`config.mk`:
```
export PLATFORM = sky130hd
export DESIGN_NAME = button_conditioner
export DESIGN_NICKNAME = d
export VERILOG_FILES = /design/src/rtl/button_conditioner_pkg.sv /design/src/rtl/debounce_bit.sv /design/src/rtl/button_conditioner.sv
export SDC_FILE = /design/constraint.sdc
export NUM_CORES = 1
export LEC_CHECK = 0
export ABC_AREA = 1
export BUFFER_PORTS_ARGS = -buffer_cell sky130_fd_sc_hd__buf_4
export CAP_MARGIN = 20
export CORE_MARGIN = 1.5
export CORE_UTILIZATION = 45
export DETAILED_ROUTE_END_ITERATION = 10
export SKIP_LAST_GASP = 1
export SYNTH_ARGS = -nofsm -noshare
export SYNTH_HDL_FRONTEND = slang
export SYNTH_SLANG_ARGS = --single-unit
```
`constraint.sdc`:
```
create_clock -name clock -period 2 [get_ports clock]
set_clock_uncertainty 0.2 [all_clocks]
set_input_delay 0.1 -clock clock [delete_from_list [all_inputs] [get_ports clock]]
set_output_delay 0.1 -clock clock [all_outputs]
set_load 0.03 [all_outputs]
```
`src/rtl/button_conditioner_pkg.sv`:
```
// Shared constants, helper and per-bit status type for the pushbutton
// conditioner that feeds the processor IN port.
package button_conditioner_pkg;

    // Number of buttons wired to the IN port.
    localparam int BTN_WIDTH            = 4;
    // Default number of consecutive disagreeing edges before a level change.
    localparam int BTN_DEBOUNCE_DEFAULT = 16;

    // Width of the debounce counter. The counter only ever holds
    // 0..cycles-1, so clog2(cycles) bits are enough. The floor of 1 bit
    // keeps the declaration legal at the low end of the range.
    function automatic int cnt_width(input int cycles);
        return (cycles <= 2) ? 1 : $clog2(cycles);
    endfunction

    // Per-bit result handed from the debouncer to the press latch.
    //   level : debounced, synchronized button level
    //   rise  : high during the cycle whose closing edge flips level 0->1
    typedef struct packed {
        logic level;
        logic rise;
    } db_status_t;

endpackage

```
`src/rtl/debounce_bit.sv`:
```
// One button channel: 2-flop synchronizer, saturating debounce counter and
// the debounced level flop. Also reports the 0->1 transition that the
// closing edge is about to make, so the press latch can capture it on the
// same edge as the level change.
module debounce_bit
    import button_conditioner_pkg::*;
#(
    parameter int DEBOUNCE_CYCLES = BTN_DEBOUNCE_DEFAULT
) (
    input  logic       clock,
    input  logic       reset,
    input  logic       raw,
    output db_status_t status
);

    localparam int            CW       = cnt_width(DEBOUNCE_CYCLES);
    localparam logic [CW-1:0] CNT_LAST = CW'(DEBOUNCE_CYCLES - 1);
    localparam logic [CW-1:0] CNT_ONE  = CW'(1);

    logic          sync1;
    logic          sync2;
    logic          level;
    logic [CW-1:0] cnt;

    logic          mismatch;
    logic          expire;
    logic          flip;

    // Two-flop synchronizer; the pin is asynchronous to clock.
    always_ff @(posedge clock) begin
        if (reset) begin
            sync1 <= 1'b0;
            sync2 <= 1'b0;
        end else begin
            sync1 <= raw;
            sync2 <= sync1;
        end
    end

    // Decode of the counter state: does the synchronized input disagree with
    // the level, and has it done so for the full window on this edge.
    always_comb begin
        mismatch = (sync2 != level);
        expire   = (cnt == CNT_LAST);
        flip     = mismatch & expire;
    end

    // Debounce counter and level: any agreeing edge restarts the window, so
    // only DEBOUNCE_CYCLES consecutive disagreeing edges move the level.
    // The counter is cleared at its last value and never wraps.
    always_ff @(posedge clock) begin
        if (reset) begin
            cnt   <= '0;
            level <= 1'b0;
        end else if (!mismatch) begin
            cnt   <= '0;
        end else if (expire) begin
            cnt   <= '0;
            level <= sync2;
        end else begin
            cnt   <= cnt + CNT_ONE;
        end
    end

    // Status out: the rise flag is combinational so that the press latch
    // and the level flop update together.
    always_comb begin
        status.level = level;
        status.rise  = flip & ~level;
    end

endmodule

```
`src/rtl/button_conditioner.sv`:
```
// Conditions raw pushbuttons for the processor IN port: per-bit debounce,
// then a sticky press-event latch that the processor clears by reading.
// Presses shorter than an instruction period are therefore never lost.
module button_conditioner
    import button_conditioner_pkg::*;
#(
    parameter int WIDTH           = BTN_WIDTH,
    parameter int DEBOUNCE_CYCLES = BTN_DEBOUNCE_DEFAULT
) (
    input  logic             clock,
    input  logic             reset,
    input  logic [WIDTH-1:0] buttons_raw,
    input  logic             read_strobe,
    output logic [WIDTH-1:0] buttons_level,
    output logic [WIDTH-1:0] buttons_press,
    output logic             press_pending
);

    db_status_t [WIDTH-1:0] status;
    logic       [WIDTH-1:0] level_vec;
    logic       [WIDTH-1:0] rise_vec;
    logic       [WIDTH-1:0] press_q;
    logic       [WIDTH-1:0] press_d;
    logic                   pending_q;

    // One independent debounce channel per button.
    for (genvar g = 0; g < WIDTH; g++) begin : g_bit
        debounce_bit #(
            .DEBOUNCE_CYCLES (DEBOUNCE_CYCLES)
        ) u_db (
            .clock  (clock),
            .reset  (reset),
            .raw    (buttons_raw[g]),
            .status (status[g])
        );
    end

    // Unpack channel status into plain vectors for the latch logic.
    always_comb begin
        level_vec = '0;
        rise_vec  = '0;
        for (int i = 0; i < WIDTH; i++) begin
            level_vec[i] = status[i].level;
            rise_vec[i]  = status[i].rise;
        end
    end

    // Next press state: a read clears what it saw, but a rise on the same
    // edge wins so a new event is never swallowed by the read.
    always_comb begin
        press_d = rise_vec | (press_q & ~{WIDTH{read_strobe}});
    end

    // Press latch and pending flag; pending is registered from the same
    // next-state so it always agrees with buttons_press.
    always_ff @(posedge clock) begin
        if (reset) begin
            press_q   <= '0;
            pending_q <= 1'b0;
        end else begin
            press_q   <= press_d;
            pending_q <= |press_d;
        end
    end

    assign buttons_level = level_vec;
    assign buttons_press = press_q;
    assign press_pending = pending_q;

endmodule
```
==> flow_metrics.py, run 1 <==
metrics = {
    "yosys": {
        "ys_seq_elements": 33,
        "syn_nets": 156,
        "synthCells": 145,
        "synth_top_flop_cell": "dfxtp_1",
        "seq_area_frac_synth_pct": 52.4,
        "ys_warn_count": 0,
        "syn_area_per_cell_um2": 8.69,
        "synth_top_area_share_pct": 52.4,
        "synth_area_leaders": "dfxtp_1, nor2_1, inv_1, xor2_1, nand2_1",
        "async_flop_share_pct": 0,
        "syn_area_um2": 1260,
        "yosysUniqueCellTypes": 20,
        "synth_area_leader_cell": "dfxtp_1",
        "synth_edf_count": 0,
    },
    "sta": {
        "slew_headroom_pct": 87.3,
        "period_needed_ns": 1.46,
        "setup_violations": 0,
        "worstMarginPinSlew_ns": 0.190,
        "final_hold_viol_count": 0,
        "fin_ws_ns": 0.540,
        "fin_tns_setup_ns": 0,
        "fin_worst_hold_slack_ns": 0.212,
        "fin_crit_sh_pct": 73.0,
        "rsz0062_at_grt": "no",
        "max_freq_mhz": 685,
        "slew_violations": 0,
    },
    "floorplanning": {
        "dieArea_um2": 3130,
        "boundaryPins": 16,
        "core-area_um2": 2710,
        "fp.dieW_um": 55.9,
        "die_y_um": 55.9,
        "fp-row-count": 19,
        "start_util_pct": 46.5,
    },
    "detailed_routing": {
        "avgViaCountPerCell": 4.61,
        "drtIter0Drc": 16,
        "antenna_left": 0,
        "drc": 0,
        "dr_total_vias": 936,
        "wl_um": 2000,
        "wl_per_cell_um": 9.86,
        "firstDrtPassIters": 4,
    },
    "power_and_ir_drop": {
        "p_per_area_nw_per_um2": 739,
        "vdd_drop_max_mv": 0.630,
        "leakage_nw": 0.718,
        "p_total_mw": 1.14,
    },
    "finish": {
        "syn_to_final_growth_pct": 22.3,
        "final_util_pct": 56.9,
        "fin_nets": 182,
        "n_antenna_cell": 0,
        "layout-drive-gt1-share_pct": 19.2,
        "design_area_um2": 1540,
        "fin_cells": 203,
    },
    "place": {
        "postPlaceCellArea_um2": 1370,
        "pre_cts_slack_ns": 0.636,
        "dp_hpwl_um": 1430,
        "gp_routability_congestion": 0.711,
        "port_buffers": 15,
        "place_inst": 185,
    },
    "grt": {
        "use_met2_pct": 26.7,
        "first_global_vias": 946,
        "grt_pass1_wl_um": 3730,
        "busiest_layer": "met2",
        "grt_antenna_before_repair": 0,
        "gr-usage-met3_pct": 7.67,
        "grt_max_degree": 19,
        "grtUsageTotal_pct": 16.1,
        "grt.overflow.total": 0,
        "grt.met1_usage_pct": 16.5,
    },
    "outcome": {
        "status": "completed",
    },
    "setup_path": {
        "cpMaxStageDelayCell": "dlygate4sd3_1",
        "cp_slowest_stage_delay_ns": 0.56,
        "crit_top_cell": "dlygate4sd3_1",
        "arrival_ns": 1.48,
        "start_kind": "primary input",
        "crit_type": "primary input to flip-flop",
        "crit_path_end_kind": "flip-flop",
        "critPathRequiredTime_ns": 2.02,
        "cp_max_fo": 18,
        "crit_chain": "dlygate4sd3_1, buf_4, nor2_1, dlygate4sd3_1",
    },
    "cts": {
        "cts_buffers": 5,
        "insertion_delay_ns": 0.33,
        "htree_levels": 2,
        "clk_pin_slew_ns": 0.10,
        "clockRootBuffer": "clkbuf_4",
        "clkSinkCount": 33,
        "cts_tree": "built",
        "cts_buffer_depth": 2,
    },
    "worst_hold_path": {
        "hp-class": "flip-flop to flip-flop",
    },
    "flow_run": {
        "cap_violations": 0,
    },
}
-- critical path, delay by kind of cell --
kind                   cells  cell delay (ns)
AND/OR/NAND/NOR            1             0.08
buffers and inverters      3             1.31
-- timing repair --
item / in CTS / in global routing
gates resized for setup: 0 / 0
endpoints found under the hold margin: 17 / 0
hold buffers: 10 / 0
buffers inserted: 0 / 0
-- registers in the layout (all words and copies together), names as in the netlist --
signal	flops
buttons_press	4
press_pending	1
g_bit.u_db.cnt	16
g_bit.u_db.sync2	4
g_bit.u_db.level	4
g_bit.u_db.sync1	4
-- cells in the final DEF (no fill, tap or decap) --
master / count
a21oi_1: 8
a21oi_2: 1
buf_4: 15
clkbuf_4: 5
clkbuf_8: 2
clkinv_2: 1
dfxtp_1: 33
dlygate4sd3_1: 10
ha_1: 4
inv_1: 22
inv_2: 1
nand2_1: 15
nand3_1: 7
nand3_2: 2
nand4_1: 1
nand4_2: 2
nor2_1: 26
nor2_2: 1
nor3_1: 1
nor3_2: 2
nor3b_2: 1
o21ai_0: 4
xor2_1: 8
-- kinds of logic (layout without fill, tap and decap cells) --
family	after synthesis	in the layout	share of synthesized area, %
xor gates and xnor gates	8	8	5.56
adders and majority gates	4	4	3.97
and+or+nand+nor	58	58	22.5
AOI/OAI and AO/OA	13	13	5.46
buffers and inverters	29	56	10.0
DFF	33	33	52.4
-- cell usage after synthesis, types with 2 or more instances --
master   count
dfxtp_1     33
o21ai_0      4
nand2_1     15
buf_2        2
ha_1         4
xor2_1       8
inv_1       22
nand4_2      2
nand3_1      7
nor3_2       2
nor2_1      26
nand3_2      2
a21oi_1      8
buf_4        4
-- power by group --
group | switching [mW] | internal (mW)
registers | 0.00605 | 0.667
logic | 0.0206 | 0.0265
clock network | 0.216 | 0.204
total | 0.243 | 0.897
-- area by class of cell --
type / instances / area [µm²]
clock inverter: 1 / 5.00
inverter: 23 / 86.3
timing repair buffer: 25 / 213
multi-input combinational: 83 / 473
sequential: 33 / 661
tap: 31 / 38.8
clock buffer: 7 / 65.1
fill: 264 / 1170
-- worst paths after layout --
kind                              from             endpoint  slack [ns]  depth (start not counted)
hold reg to reg    g_bit[3].u_db.sync1  g_bit[3].u_db.sync2        0.21                          2
setup / recovery                 reset  g_bit[2].u_db.sync1        0.54                          4
setup reg to reg  g_bit[2].u_db.cnt[0]        press_pending        0.64                          7
hold / removal     g_bit[3].u_db.sync1  g_bit[3].u_db.sync2        0.21                          2
-- layer usage --
layer	wire [µm]	vias up
met2	982	12
met3	77	4
li1	-	504
met1	900	416
met5	0	-
met4	40	0
Note: power is estimated with default switching activity, not from simulation.
==> run 2, diff against run 1 <==
clock period = 1.4 ns   (was 2 ns; I/O delays follow)
==> run 2 against run 1 <==
  * Combinational power rose by 52%
  * Clock power rose by 44%
  * Non-clock buffer count rose by 2
  * Die area did not move
  * Global-route usage rose by 0.29 points
  * Worst setup slack got worse by 0.47 ns
  * Register-to-register slack got worse by 0.57 ns
  * First-iteration DRC count rose by 44%
  * Flip-flop and latch count did not move
  * Largest cell class unchanged
==> flow_metrics.py, run 2 (same netlist as run 1, synthesis figures left out) <==
metrics = {
    "place": {
        "postPlaceCellArea_um2": 1370,
        "port_buffers": 15,
        "gp_routability_congestion": 0.711,
        "dp_hpwl_um": 1430,
        "place_inst": 185,
        "pre_cts_slack_ns": 0.0363,
    },
    "finish": {
        "n_antenna_cell": 0,
        "layout_common_cells": "dfxtp_1, nor2_1, inv_1",
        "final_common_cell": "dfxtp_1",
        "fin_cells": 205,
        "fillers": 257,
        "seq_area_um2": 671,
        "layout-drive-gt1-share_pct": 27.6,
        "fin_nets": 184,
        "design_area_um2": 1600,
        "syn_to_final_growth_pct": 26.9,
        "largest_register_ffs": 16,
        "largest-register": "g_bit.u_db.cnt",
        "final_util_pct": 59.0,
        "multiInputGateArea_um2": 503,
    },
    "setup_path": {
        "cp_num_buf_inv": 0,
        "cp_max_fo": 3,
        "cp_slowest_stage_delay_ns": 0.38,
        "critPathRequiredTime_ns": 1.47,
        "crit_path_end_kind": "flip-flop",
        "crit_top_cell": "nand2_2",
        "rr_startpoint": "g_bit[2].u_db.cnt[0]",
        "crit_type": "flip-flop to flip-flop",
        "startpoint": "g_bit[2].u_db.cnt[0]",
        "cpMaxStageDelayCell": "dfxtp_4",
        "start_kind": "flip-flop",
        "crit_chain": "ha_4, nand2_2, nor2_4, nand3_2, nand2_2, nor2_2, a21oi_2",
        "cp_top_family": "simple AND/OR/NAND/NOR gates",
        "arrival_ns": 1.40,
    },
    "detailed_routing": {
        "wl_um": 2110,
        "wl_per_cell_um": 10.3,
        "avgViaCountPerCell": 4.63,
        "drtIter0Drc": 23,
        "dr_total_vias": 949,
        "firstDrtPassIters": 4,
        "antenna_left": 0,
        "drc": 0,
    },
    "cts": {
        "clockRootBuffer": "clkbuf_4",
        "insertion_delay_ns": 0.33,
        "cts_tree": "built",
        "cts_buffer_depth": 2,
        "htree_levels": 2,
        "clkSinkCount": 33,
        "clk_pin_slew_ns": 0.10,
        "cts_buffers": 5,
    },
    "power_and_ir_drop": {
        "p_total_mw": 1.64,
        "vdd_drop_max_mv": 0.924,
        "p_per_area_nw_per_um2": 1020,
        "leakage_nw": 0.722,
    },
    "floorplanning": {
        "dieArea_um2": 3130,
        "boundaryPins": 16,
        "fp-row-count": 19,
        "core-area_um2": 2710,
        "start_util_pct": 46.5,
        "fp.dieW_um": 55.9,
        "die_y_um": 55.9,
    },
    "sta": {
        "worstMarginPinSlew_ns": 0.467,
        "fin_ws_ns": 0.0651,
        "rsz0062_at_grt": "yes",
        "setup_violations": 0,
        "slew_headroom_pct": 68.8,
        "fin_crit_sh_pct": 95.3,
        "max_freq_mhz": 749,
        "slew_violations": 0,
        "final_hold_viol_count": 0,
        "fin_tns_setup_ns": 0,
        "fin_worst_hold_slack_ns": 0.208,
        "period_needed_ns": 1.33,
    },
    "grt": {
        "grt_antenna_before_repair": 0,
        "grtUsageTotal_pct": 16.4,
        "grt_pass1_wl_um": 3820,
        "grt_max_degree": 14,
        "grt.overflow.total": 0,
        "first_global_vias": 964,
    },
    "worst_hold_path": {
        "hp-start": "g_bit[3].u_db.sync1",
        "hp-class": "flip-flop to flip-flop",
    },
    "flow_run": {
        "cap_violations": 0,
    },
    "outcome": {
        "status": "completed",
    },
}
run 2: changes by cell type in the layout (fill, tap and decap cells not counted), sizes merged:
cell	delta
buf	+1
dlygate4sd3	+1
run 2: report_power, final:
group          switching [mW]  internal (mW)
clock network           0.312          0.291
logic                  0.0306         0.0409
registers             0.00904          0.951
run 2: cell type report:
cell class              instances  share of cell area [%]
inverters                      23                    5.40
clock inverters                 1                   0.313
multi-input cells              83                    31.5
clock buffers                   7                    4.07
repair buffers                 27                    14.4
flip-flops and latches         33                    41.9
well taps                      31                    2.43
run 2: tightest hold or removal path, delay by kind of cell (launching register included):
kind          cells  cell delay (ns)
flops             1             0.31
buf+inv           1             0.04
simple gates      1             0.03
run 2: worst paths after layout:
kind                              end  slack [ns]  cells past startpoint
setup / recovery        press_pending        0.07                      7
hold / removal    g_bit[3].u_db.sync2        0.21                      2
setup reg to reg        press_pending        0.07                      7
hold reg to reg   g_bit[3].u_db.sync2        0.21                      2
run 2: metal layers:
layer	GRT usage, %	share of wire (%)
met5	0	0
met4	9.18	1.8
met3	7.67	3.8
met2	27.2	50
met1	17.0	44
run 2: repair_timing:
item	CTS	global route
hold buffers	11	0
buffers inserted	0	1
endpoints found under the hold margin	17	0
endpoints found under the setup margin	0	11
resized for setup	0	18
